[config.mk]
export PLATFORM = sky130hd
export DESIGN_NAME = uart_io_ctrl_flat
export DESIGN_NICKNAME = d
export VERILOG_FILES = /design/src/rtl/uart_io_ctrl_if.sv /design/src/rtl/uart_io_ctrl.sv /design/src/flat_wrapper.sv
export SDC_FILE = /design/constraint.sdc
export NUM_CORES = 1
export LEC_CHECK = 0
export CAP_MARGIN = 25
export CORE_MARGIN = 1
export CORE_UTILIZATION = 45
export CTS_BUF_LIST = sky130_fd_sc_hd__clkbuf_2
export DETAILED_ROUTE_END_ITERATION = 8
export GPL_TIMING_DRIVEN = 0
export PLACE_DENSITY = 0.68
export SYNTH_ARGS = -nofsm -noshare
export SYNTH_HDL_FRONTEND = slang
export SYNTH_SLANG_ARGS = --single-unit
[constraint.sdc]
create_clock -name clk -period 3.3 [get_ports clk]
set_input_delay 0.33 -clock clk [delete_from_list [all_inputs] [get_ports clk]]
set_output_delay 0.33 -clock clk [all_outputs]
set_load 0.02 [all_outputs]
[src/rtl/uart_io_ctrl_if.sv]
// Core-side request/response bundle for the SENDB/RECVB byte sequencer.
interface uart_io_ctrl_if;
  logic       uart_go;
  logic       rors;
  logic [7:0] wdata;
  logic [7:0] rdata;
  logic       uart_done;

  modport master (output uart_go, rors, wdata, input rdata, uart_done);
  modport slave  (input uart_go, rors, wdata, output rdata, uart_done);
endinterface

[src/rtl/uart_io_ctrl.sv]
// Runs one UART byte send/receive per uart_go, RX bytes buffered in a FIFO; optional TX FIFO via UART_IO_TX_FIFO_EN.
// Latency: receive done 2 cycles after go when a byte is queued; send done after tx_busy falls (or after TX FIFO push).
// Backpressure: waits in RX_WAIT for data and in TX_ISSUE for an idle transmitter / free TX FIFO slot; full RX FIFO drops and flags rx_ovf.
module uart_io_ctrl #(
  parameter int RX_DEPTH = 16,
  parameter int TX_DEPTH = 8
) (
  input  logic                          clk,
  input  logic                          rstn,
  uart_io_ctrl_if.slave                 bus,
  output logic [7:0]                    o_tx_data,
  output logic                          o_tx_start,
  input  logic                          i_tx_busy,
  input  logic [7:0]                    i_rx_data,
  input  logic                          i_rx_valid,
  output logic [$clog2(RX_DEPTH+1)-1:0] o_rx_level,
  output logic                          o_rx_ovf
);

  localparam int RX_AW = $clog2(RX_DEPTH);
  localparam int RX_LW = $clog2(RX_DEPTH + 1);

  if (RX_DEPTH < 2 || (RX_DEPTH & (RX_DEPTH - 1)) != 0) begin : g_bad_rx_depth
    $error("RX_DEPTH must be a power of 2 and at least 2");
  end
  if (TX_DEPTH < 2 || (TX_DEPTH & (TX_DEPTH - 1)) != 0) begin : g_bad_tx_depth
    $error("TX_DEPTH must be a power of 2 and at least 2");
  end

  typedef enum logic [2:0] {IDLE, RX_WAIT, TX_ISSUE, TX_ARM, TX_BUSY, DONE} state_t;

  state_t     r_state;
  logic [7:0] r_rdata;
  logic [7:0] r_tx_data;
  logic       r_done;
  logic       r_tx_start;
  logic       r_rx_ovf;

  logic [7:0]       r_rx_mem [RX_DEPTH];
  logic [RX_AW-1:0] r_rx_wptr;
  logic [RX_AW-1:0] r_rx_rptr;
  logic [RX_LW-1:0] r_rx_level;
  logic             w_rx_full;
  logic             w_rx_pop;
  logic             w_rx_push;

  // A push into a full FIFO is still accepted when the same cycle pops.
  assign w_rx_full = (r_rx_level == RX_LW'(RX_DEPTH));
  assign w_rx_pop  = (r_state == RX_WAIT) && (r_rx_level != '0);
  assign w_rx_push = i_rx_valid && (!w_rx_full || w_rx_pop);

  always_ff @(posedge clk) begin
    if (w_rx_push) r_rx_mem[r_rx_wptr] <= i_rx_data;
  end

  always_ff @(posedge clk) begin
    if (!rstn) begin
      r_rx_wptr  <= '0;
      r_rx_rptr  <= '0;
      r_rx_level <= '0;
      r_rx_ovf   <= 1'b0;
    end else begin
      if (w_rx_push) r_rx_wptr <= r_rx_wptr + 1'b1;
      if (w_rx_pop)  r_rx_rptr <= r_rx_rptr + 1'b1;
      if (w_rx_push && !w_rx_pop)      r_rx_level <= r_rx_level + 1'b1;
      else if (!w_rx_push && w_rx_pop) r_rx_level <= r_rx_level - 1'b1;
      if (i_rx_valid && !w_rx_push) r_rx_ovf <= 1'b1;
    end
  end

`ifdef UART_IO_TX_FIFO_EN
  localparam int TX_AW = $clog2(TX_DEPTH);
  localparam int TX_LW = $clog2(TX_DEPTH + 1);

  typedef enum logic {D_IDLE, D_ARM} drain_t;

  drain_t           r_dstate;
  logic [7:0]       r_wdata;
  logic [7:0]       r_tx_mem [TX_DEPTH];
  logic [TX_AW-1:0] r_tx_wptr;
  logic [TX_AW-1:0] r_tx_rptr;
  logic [TX_LW-1:0] r_tx_level;
  logic             w_tx_full;
  logic             w_tx_push;
  logic             w_tx_pop;

  assign w_tx_full = (r_tx_level == TX_LW'(TX_DEPTH));
  assign w_tx_push = (r_state == TX_ISSUE) && !w_tx_full;
  assign w_tx_pop  = (r_dstate == D_IDLE) && (r_tx_level != '0) && !i_tx_busy;

  always_ff @(posedge clk) begin
    if (w_tx_push) r_tx_mem[r_tx_wptr] <= r_wdata;
  end

  always_ff @(posedge clk) begin
    if (!rstn) begin
      r_tx_wptr  <= '0;
      r_tx_rptr  <= '0;
      r_tx_level <= '0;
    end else begin
      if (w_tx_push) r_tx_wptr <= r_tx_wptr + 1'b1;
      if (w_tx_pop)  r_tx_rptr <= r_tx_rptr + 1'b1;
      if (w_tx_push && !w_tx_pop)      r_tx_level <= r_tx_level + 1'b1;
      else if (!w_tx_push && w_tx_pop) r_tx_level <= r_tx_level - 1'b1;
    end
  end

  // D_ARM gives the transmitter a cycle to raise tx_busy before the next pop.
  always_ff @(posedge clk) begin
    if (!rstn) begin
      r_dstate   <= D_IDLE;
      r_tx_data  <= '0;
      r_tx_start <= 1'b0;
    end else begin
      r_tx_start <= 1'b0;
      case (r_dstate)
        D_IDLE: if (w_tx_pop) begin
          r_tx_data  <= r_tx_mem[r_tx_rptr];
          r_tx_start <= 1'b1;
          r_dstate   <= D_ARM;
        end
        default: r_dstate <= D_IDLE;
      endcase
    end
  end
`endif

  always_ff @(posedge clk) begin
    if (!rstn) begin
      r_state <= IDLE;
      r_rdata <= '0;
      r_done  <= 1'b0;
`ifdef UART_IO_TX_FIFO_EN
      r_wdata <= '0;
`else
      r_tx_data  <= '0;
      r_tx_start <= 1'b0;
`endif
    end else begin
      r_done <= 1'b0;
`ifndef UART_IO_TX_FIFO_EN
      r_tx_start <= 1'b0;
`endif
      case (r_state)
        IDLE: if (bus.uart_go) begin
          if (bus.rors) begin
`ifdef UART_IO_TX_FIFO_EN
            r_wdata <= bus.wdata;
`else
            r_tx_data <= bus.wdata;
`endif
            r_state <= TX_ISSUE;
          end else begin
            r_state <= RX_WAIT;
          end
        end
        RX_WAIT: if (w_rx_pop) begin
          r_rdata <= r_rx_mem[r_rx_rptr];
          r_done  <= 1'b1;
          r_state <= DONE;
        end
`ifdef UART_IO_TX_FIFO_EN
        TX_ISSUE: if (!w_tx_full) begin
          r_done  <= 1'b1;
          r_state <= DONE;
        end
`else
        TX_ISSUE: if (!i_tx_busy) begin
          r_tx_start <= 1'b1;
          r_state    <= TX_ARM;
        end
`endif
        // tx_busy lags tx_start by one cycle, so TX_ARM must not sample it.
        TX_ARM: r_state <= TX_BUSY;
        TX_BUSY: if (!i_tx_busy) begin
          r_done  <= 1'b1;
          r_state <= DONE;
        end
        DONE:    r_state <= IDLE;
        default: r_state <= IDLE;
      endcase
    end
  end

  assign bus.rdata     = r_rdata;
  assign bus.uart_done = r_done;
  assign o_tx_data     = r_tx_data;
  assign o_tx_start    = r_tx_start;
  assign o_rx_level    = r_rx_level;
  assign o_rx_ovf      = r_rx_ovf;

endmodule

[src/flat_wrapper.sv]
// flat-port wrapper written by rule: the top's interface ports become plain ports
module uart_io_ctrl_flat 
#(
  parameter int RX_DEPTH = 16,
  parameter int TX_DEPTH = 8
)
  (clk, rstn, o_tx_data, o_tx_start, i_tx_busy, i_rx_data, i_rx_valid, o_rx_level, o_rx_ovf, bus_uart_go, bus_rors, bus_wdata, bus_rdata, bus_uart_done);
  uart_io_ctrl_if bus_i ();
  input  logic clk;
  input  logic rstn;
  output logic [7:0] o_tx_data;
  output logic o_tx_start;
  input  logic i_tx_busy;
  input  logic [7:0] i_rx_data;
  input  logic i_rx_valid;
  output logic [$clog2(RX_DEPTH+1)-1:0] o_rx_level;
  output logic o_rx_ovf;
  input wire logic [$bits(bus_i.uart_go)-1:0] bus_uart_go;
  input wire logic [$bits(bus_i.rors)-1:0] bus_rors;
  input wire logic [$bits(bus_i.wdata)-1:0] bus_wdata;
  output wire logic [$bits(bus_i.rdata)-1:0] bus_rdata;
  output wire logic [$bits(bus_i.uart_done)-1:0] bus_uart_done;
  assign bus_i.uart_go = bus_uart_go;
  assign bus_i.rors = bus_rors;
  assign bus_i.wdata = bus_wdata;
  assign bus_rdata = bus_i.rdata;
  assign bus_uart_done = bus_i.uart_done;
  uart_io_ctrl #(.RX_DEPTH(RX_DEPTH), .TX_DEPTH(TX_DEPTH)) u_core (.clk(clk), .rstn(rstn), .bus(bus_i), .o_tx_data(o_tx_data), .o_tx_start(o_tx_start), .i_tx_busy(i_tx_busy), .i_rx_data(i_rx_data), .i_rx_valid(i_rx_valid), .o_rx_level(o_rx_level), .o_rx_ovf(o_rx_ovf));
endmodule
==> metrics.md, run 1 <==
| Metric | Value |
|---|---|
| Post-synth EDFFs | `128` |
| Final Hold Vio Count | `0` |
| Ratio of cells with drive above 1 in the final layout | `12.70%` |
| Vias | `3708` |
| Vias in the first global route | `3716` |
| Gr usage total | `19.25%` |
| # setup viols final | `0` |
| Routed WL | `13250 um` |
| Fin. max-slew vios | `0` |
| Post-CTS Hold Buffers | `0` |
| Largest net degree at the start of global routing | `17` |
| Least-Margin Pin Slew | `0.9611 ns` |
| Power Density | `613.2 nW/um^2` |
| Clock sink count | `163` |
| CP Class | `reg -> reg` |
| Worst-path maximum fanout | `10` |
| Critical Path AT | `3.54 ns` |
| Tcrit/Tclk final | `87.26%` |
| Filler instances | `1148` |
| Post-route setup TNS | `0 ns` |
| Min-delay worst type | `in -> reg` |
| Top-area cell type share of the netlist area | `58.69%` |
| Latest clock arrival within the worst-skew pair | `0.74 ns` |
| Post-route DRC | `0` |
| Synth warnings | `0` |
| Async SR Flop Fraction | `0%` |
| Seq cells post-synth | `163` |
| Die W | `122.6 um` |
| Port buffer count | `45` |
| Worst Skew | `0.04173 ns` |
| Core area | `14040 um^2` |
| Area of the mapped netlist | `6549 um^2` |
| Clk root buf | `clkbuf_2` |
| Max-Cap Viols | `0` |
| Die height | `122.6 um` |
| CTS Buf Count | `17` |
| Status | `finished clean` |
| Util after Layout | `53.16%` |
| Per-cell routed wire length | `19.34 um` |
| Top_reg_cell synth | `edfxtp_1` |
| Syn_nets | `454` |
| # IOs | `46` |
| First-pass GRT wire length | `20490 um` |
| Area Growth Syn to Fin | `13.99%` |
| H-Tree Level Count | `4` |
| Lkg Pwr | `0.002437 uW` |
| Syn Area/Cell | `15.52 um^2` |
| Final Wtd Congestion | `0.8633` |
| FP Rows | `43` |
| Tmin final | `2.880 ns` |
| Unique masters post-synth | `42` |
| Mapped Cells | `422` |
| Worst-path clk slew | `0.20 ns` |
| Initial core utilization | `46.64%` |
| CTS tree | `done` |
| Initial antenna violation count | `1` |
| Unrepaired setup endpoints after global routing | `no` |
| Nature of the critical path startpoint | `flip-flop` |
| Clock buffer depth | `2` |
| VDD IR max | `223.7 uV` |
| Die area | `15040 um^2` |
| Synth area leader | `edfxtp_1` |
| Final Net Count | `523` |
| Synth top area cells | `edfxtp_1, dfxtp_1, mux2i_1, mux4_2, ha_1` |
| Via density | `5.413` |
| Total Power | `4577 uW` |
| Post-DP HPWL | `8970 um` |
| Sequential fraction of the synthesis area | `69.39%` |
| Pre-antenna DRT Iters | `5` |
| Worst slew margin | `35.69%` |
| Detailed Route Iter0 Violations | `391` |
| Req. time, crit path | `3.96 ns` |
| Worst setup EP type | `flip-flop` |
| Grt total ovfl | `0` |
| ANT nets after route | `0` |
| Max Clk Rate | `347.3 MHz` |
[cell families (layout without fill, tap and decap cells)]
family	Yosys count	in the layout	share of synthesized area, %
AOI/OAI and AO/OA	58	58	5.694
xor gates and xnor gates	10	10	1.337
adders and majority gates	10	10	2.025
buffers and inverters	32	114	2.063
DFF	163	163	69.39
muxes	59	59	12.07
other	0	1	0
and+or+nand+nor	90	90	7.413
[per-layer routing]
| layer | track usage, % | vias up | routed length, um |
|---|---|---|---|
| li1 | - | 1742 | - |
| met1 | 25.77 | 1822 | 5606 |
| met2 | 29.85 | 120 | 6349 |
| met3 | 4.182 | 24 | 914 |
| met4 | 9.375 | 0 | 379 |
| met5 | 0 | - | 0 |
[worst paths after layout]
| check | depth (start not counted) | start | slack (ns) | end |
|---|---|---|---|---|
| hold reg to reg | 2 | u_core.o_rx_ovf$_SDFFE_PN0P_ | 0.53 | u_core.o_rx_ovf$_SDFFE_PN0P_ |
| setup / recovery | 11 | u_core.r_state[1]$_SDFFE_PN0P_ | 0.42 | u_core.o_rx_level[4]$_SDFFE_PN0P_ |
| hold / removal | 3 | bus_wdata[7] | 0.22 | u_core.o_tx_data[7]$_SDFFE_PN0P_ |
| setup reg to reg | 11 | u_core.r_state[1]$_SDFFE_PN0P_ | 0.42 | u_core.o_rx_level[4]$_SDFFE_PN0P_ |
[sequential cells by signal, summed over array words and instances (netlist names)]
| register | flops |
|---|---|
| u_core.o_tx_start | 1 |
| u_core.r_rx_rptr | 4 |
| u_core.o_rx_ovf | 1 |
| u_core.r_rx_mem | 128 |
| u_core.r_state | 3 |
| u_core.r_rx_wptr | 4 |
| u_core.bus.rdata | 8 |
| u_core.o_rx_level | 5 |
| u_core.bus.uart_done | 1 |
| u_core.o_tx_data | 8 |
[cells in the final DEF (no fill, tap or decap), types with 2 or more instances in the layout]
| master | count |
|---|---|
| nand4_1 | 2 |
| clkdlybuf4s50_1 | 45 |
| a21oi_1 | 13 |
| buf_1 | 2 |
| edfxtp_1 | 128 |
| mux2i_1 | 43 |
| o22ai_1 | 16 |
| ha_1 | 9 |
| nand3_1 | 2 |
| nand2b_1 | 2 |
| mux4_2 | 16 |
| inv_1 | 9 |
| and3_1 | 2 |
| buf_2 | 6 |
| xnor2_1 | 5 |
| a21o_1 | 2 |
| xor2_1 | 5 |
| nor2_1 | 19 |
| clkbuf_2 | 21 |
| clkinvlp_4 | 5 |
| and2_1 | 9 |
| clkbuf_1 | 13 |
| dfxtp_1 | 35 |
| a22oi_1 | 9 |
| clkinv_1 | 2 |
| nor3_1 | 14 |
| buf_4 | 5 |
| o21ai_0 | 12 |
| clkinv_2 | 3 |
| nor2b_1 | 18 |
| nand2_1 | 14 |
[metrics by stage]
stage / instance area, um^2 / hold slack, ns / std cells / setup WS (ns)
finish: 7465 / 0.2189 / 685 / 0.4203
global route: 7465 / 0.1564 / 685 / 0.1960
CTS: 7451 / 0.1420 / 683 / 0.1417
detailed placement: 7254 / 0.4958 / 651 / 0.1792
global placement: 7224 / 0.4859 / 647 / 0.2675
floorplan: 6549 / 0.4289 / 422 / 0.6585
[cells in the mapped netlist (12+ instances only)]
library cell    n
a21oi_1        13
clkbuf_1       13
dfxtp_1        35
edfxtp_1      128
mux2i_1        43
mux4_2         16
nand2_1        14
nor2_1         19
nor2b_1        18
nor3_1         14
o21ai_0        12
o22ai_1        16
[area by class of cell]
class                      count  area, um^2  share of cell area, %
tap                          180       225.2                  3.017
multi-input combinational    227        1869                  25.04
clock inverter                11       91.34                  1.224
clock buffer                  21       105.1                  1.408
timing repair buffer          50       488.0                  6.537
inverter                      10       41.29                 0.5531
sequential                   163        4544                  60.88
buffer                        22       97.59                  1.307
antenna                        1       2.502                0.03352
[repair_timing]
action / 4_1_cts / 5_1_grt
resized for setup: 0 / 1
endpoints found under the setup margin: 0 / 1
buffers inserted: 0 / 1
[critical path: stages, from the launching register on]
cell,delay [ns]
dfxtp_1,0.34
buf_2,0.16
or3b_4,0.42
a21oi_2,0.25
clkinvlp_4,0.14
ha_1,0.22
inv_1,0.14
ha_1,0.29
a21o_1,0.20
a21oi_1,0.16
mux2i_1,0.30
mux2i_1,0.21
[power breakdown]
group / internal [uW] / leakage (uW) / switching [uW]
Combinational: 531 / 0.000874 / 650
Clock: 274 / 0.000121 / 661
Sequential: 2350 / 0.00144 / 107
Note: power is estimated with default switching activity, not from simulation.
==> run 2, diff against run 1 <==
--- a/config.mk
+++ b/config.mk
@@ -6,7 +6,7 @@
 export NUM_CORES = 1
 export LEC_CHECK = 0
 export CAP_MARGIN = 25
-export CORE_MARGIN = 1
+export CORE_MARGIN = 5
 export CORE_UTILIZATION = 45
 export CTS_BUF_LIST = sky130_fd_sc_hd__clkbuf_2
 export DETAILED_ROUTE_END_ITERATION = 8
==> run 2 against run 1 <==
Compared with the run above:
- critical path type unchanged
- clock-buffer cell count is 3 lower
- highest routed layer unchanged
- utilization is 1.2 points lower
- via count hardly changed
- largest cell class unchanged
- cell count is 0.44% higher
- power is 1.5% higher
- non-clock buffer count stayed put
- wire length is 1.5% lower
- hold slack better by 0.015 ns
==> metrics.md, run 2 (synthesized netlist as in run 1, its figures left out) <==
| Metric | Value |
|---|---|
| Reg2reg end | `u_core.o_rx_level[4]$_SDFFE_PN0P_` |
| H-Tree Level Count | `4` |
| FF-to-FF Start | `u_core.r_state[1]$_SDFFE_PN0P_` |
| Critical Path AT | `3.48 ns` |
| Power Density | `620.0 nW/um^2` |
| R2R setup slack | `0.44 ns` |
| Antenna cells | `0` |
| Detailed Route Iter0 Violations | `340` |
| # IOs | `46` |
| CTS Buf Count | `17` |
| Final Net Count | `523` |
| CTS tree | `done` |
| Worst Skew | `0.03699 ns` |
| VDD IR max | `512.2 uV` |
| Nature of the critical path startpoint | `flip-flop` |
| Post-DP Area | `7254 um^2` |
| Hold endpoint | `u_core.o_tx_data[5]$_SDFFE_PN0P_` |
| Final Wtd Congestion | `0.7938` |
| Final Cell Area | `7491 um^2` |
| Worst-path maximum fanout | `10` |
| Final Hold Vio Count | `0` |
| Initial core utilization | `45.40%` |
| Post-route setup TNS | `0 ns` |
| Via density | `5.388` |
| Post-route DRC | `0` |
| Latest clock arrival within the worst-skew pair | `0.69 ns` |
| Fin. max-slew vios | `0` |
| Routed WL | `13050 um` |
| Worst-path clk slew | `0.21 ns` |
| # setup viols final | `0` |
| Gr usage total | `16.17%` |
| Ratio of cells with drive above 1 in the final layout | `12.30%` |
| Tmin final | `2.865 ns` |
| Largest net degree at the start of global routing | `17` |
| CP Class | `reg -> reg` |
| Final setup margin | `0.4353 ns` |
| Util after Layout | `51.93%` |
| Unrepaired setup endpoints after global routing | `no` |
| Lkg Pwr | `0.002451 uW` |
| Clock buffer depth | `2` |
| Die W | `130.6 um` |
| Vias | `3707` |
| Biggest register | `u_core.r_rx_mem` |
| Area Growth Syn to Fin | `14.39%` |
| Pre-antenna DRT Iters | `5` |
| Clk root buf | `clkbuf_2` |
| Most common cell after layout, fill and taps aside | `edfxtp_1` |
| Status | `finished clean` |
| Tcrit/Tclk final | `86.81%` |
| Cell count of the worst hold path | `3` |
| Die area | `17070 um^2` |
| Launch point of the worst path | `u_core.r_state[1]$_SDFFE_PN0P_` |
| Die height | `130.6 um` |
| Max-Cap Viols | `0` |
| Grt total ovfl | `0` |
| Place WS | `0.1861 ns` |
| Worst setup EP type | `flip-flop` |
| Most frequent cells in the layout | `edfxtp_1, clkdlybuf4s50_1, mux2i_1` |
| Max FFs per register | `128` |
| ANT nets after route | `0` |
| Req. time, crit path | `3.92 ns` |
| Min-delay worst type | `in -> reg` |
| Max Clk Rate | `349.1 MHz` |
| Post-DP HPWL | `8918 um` |
| First-pass GRT wire length | `20340 um` |
| Least-Margin Pin Slew | `0.8231 ns` |
| Vias in the first global route | `3731` |
| Per-cell routed wire length | `18.97 um` |
| Initial antenna violation count | `0` |
| Min-delay src | `bus_wdata[5]` |
| FP Rows | `44` |
| Port buffer count | `45` |
| Worst slew margin | `44.71%` |
| Reg2reg path depth | `11` |
| Clock sink count | `163` |
| Worst hold slack | `0.2341 ns` |
| Core area | `14420 um^2` |
## run 2: cell types whose count changed in the layout (fill, tap and decap cells not counted), sizes merged
cell      change
clkbuf        -3
inv           +3
clkinvlp      -2
bufinv        +1
clkinv        +1
diode         -1
## run 2: critical path: stages (launching register included)
cell	delay, ns
dfxtp_1	0.34
buf_2	0.17
or3b_4	0.42
a21oi_2	0.28
clkinvlp_4	0.15
ha_1	0.24
inv_1	0.13
ha_1	0.28
a21o_1	0.19
a21oi_1	0.17
mux2i_1	0.25
mux2i_1	0.20
## run 2: worst max path at each step
stage | to | depth (start not counted)
2_1_floorplan | u_core.o_rx_level[4]$_SDFFE_PN0P_ | 11
3_5_place_dp | u_core.o_rx_level[4]$_SDFFE_PN0P_ | 11
6_report | u_core.o_rx_level[4]$_SDFFE_PN0P_ | 11
5_1_grt | u_core.o_rx_level[4]$_SDFFE_PN0P_ | 11
4_1_cts | u_core.o_rx_level[4]$_SDFFE_PN0P_ | 11
3_3_place_gp | u_core.o_rx_level[4]$_SDFFE_PN0P_ | 11
## run 2: layout make-up
cell class / instances / area (um^2)
Buffer: 22 / 97.59
Inverter: 10 / 41.29
Multi-Input combinational cell: 227 / 1869
Sequential cell: 163 / 4544
Clock inverter: 14 / 135.1
Timing Repair Buffer: 50 / 483.0
Fill cell: 1189 / 6933
Tap cell: 184 / 230.2
Clock buffer: 18 / 90.09
## run 2: stage by stage
step	cells	total power, uW
6_report	688	4645
5_1_grt	688	4900
4_1_cts	687	4681
3_5_place_dp	655	3652
3_3_place_gp	651	3616
2_1_floorplan	422	3262
## run 2: report_power, final
group	switching (uW)	internal [uW]	leakage, uW
clock	684	345	0.000135
combinational	625	528	0.000874
sequential	107	2360	0.00144
## run 2: layer usage
metal / GRT usage [%] / share of wire, % / vias up
li1: - / - / 1742
met1: 22.79 / 46 / 1821
met2: 24.80 / 46 / 133
met3: 4.065 / 6.8 / 11
met4: 5.384 / 1.6 / 0
met5: 0 / 0 / -
## run 2: what timing repair did
item / CTS / global route
hold buffers: 0 / 0
gates resized for setup: 0 / 1
endpoints found under the setup margin: 0 / 1
setup buffers: 0 / 1
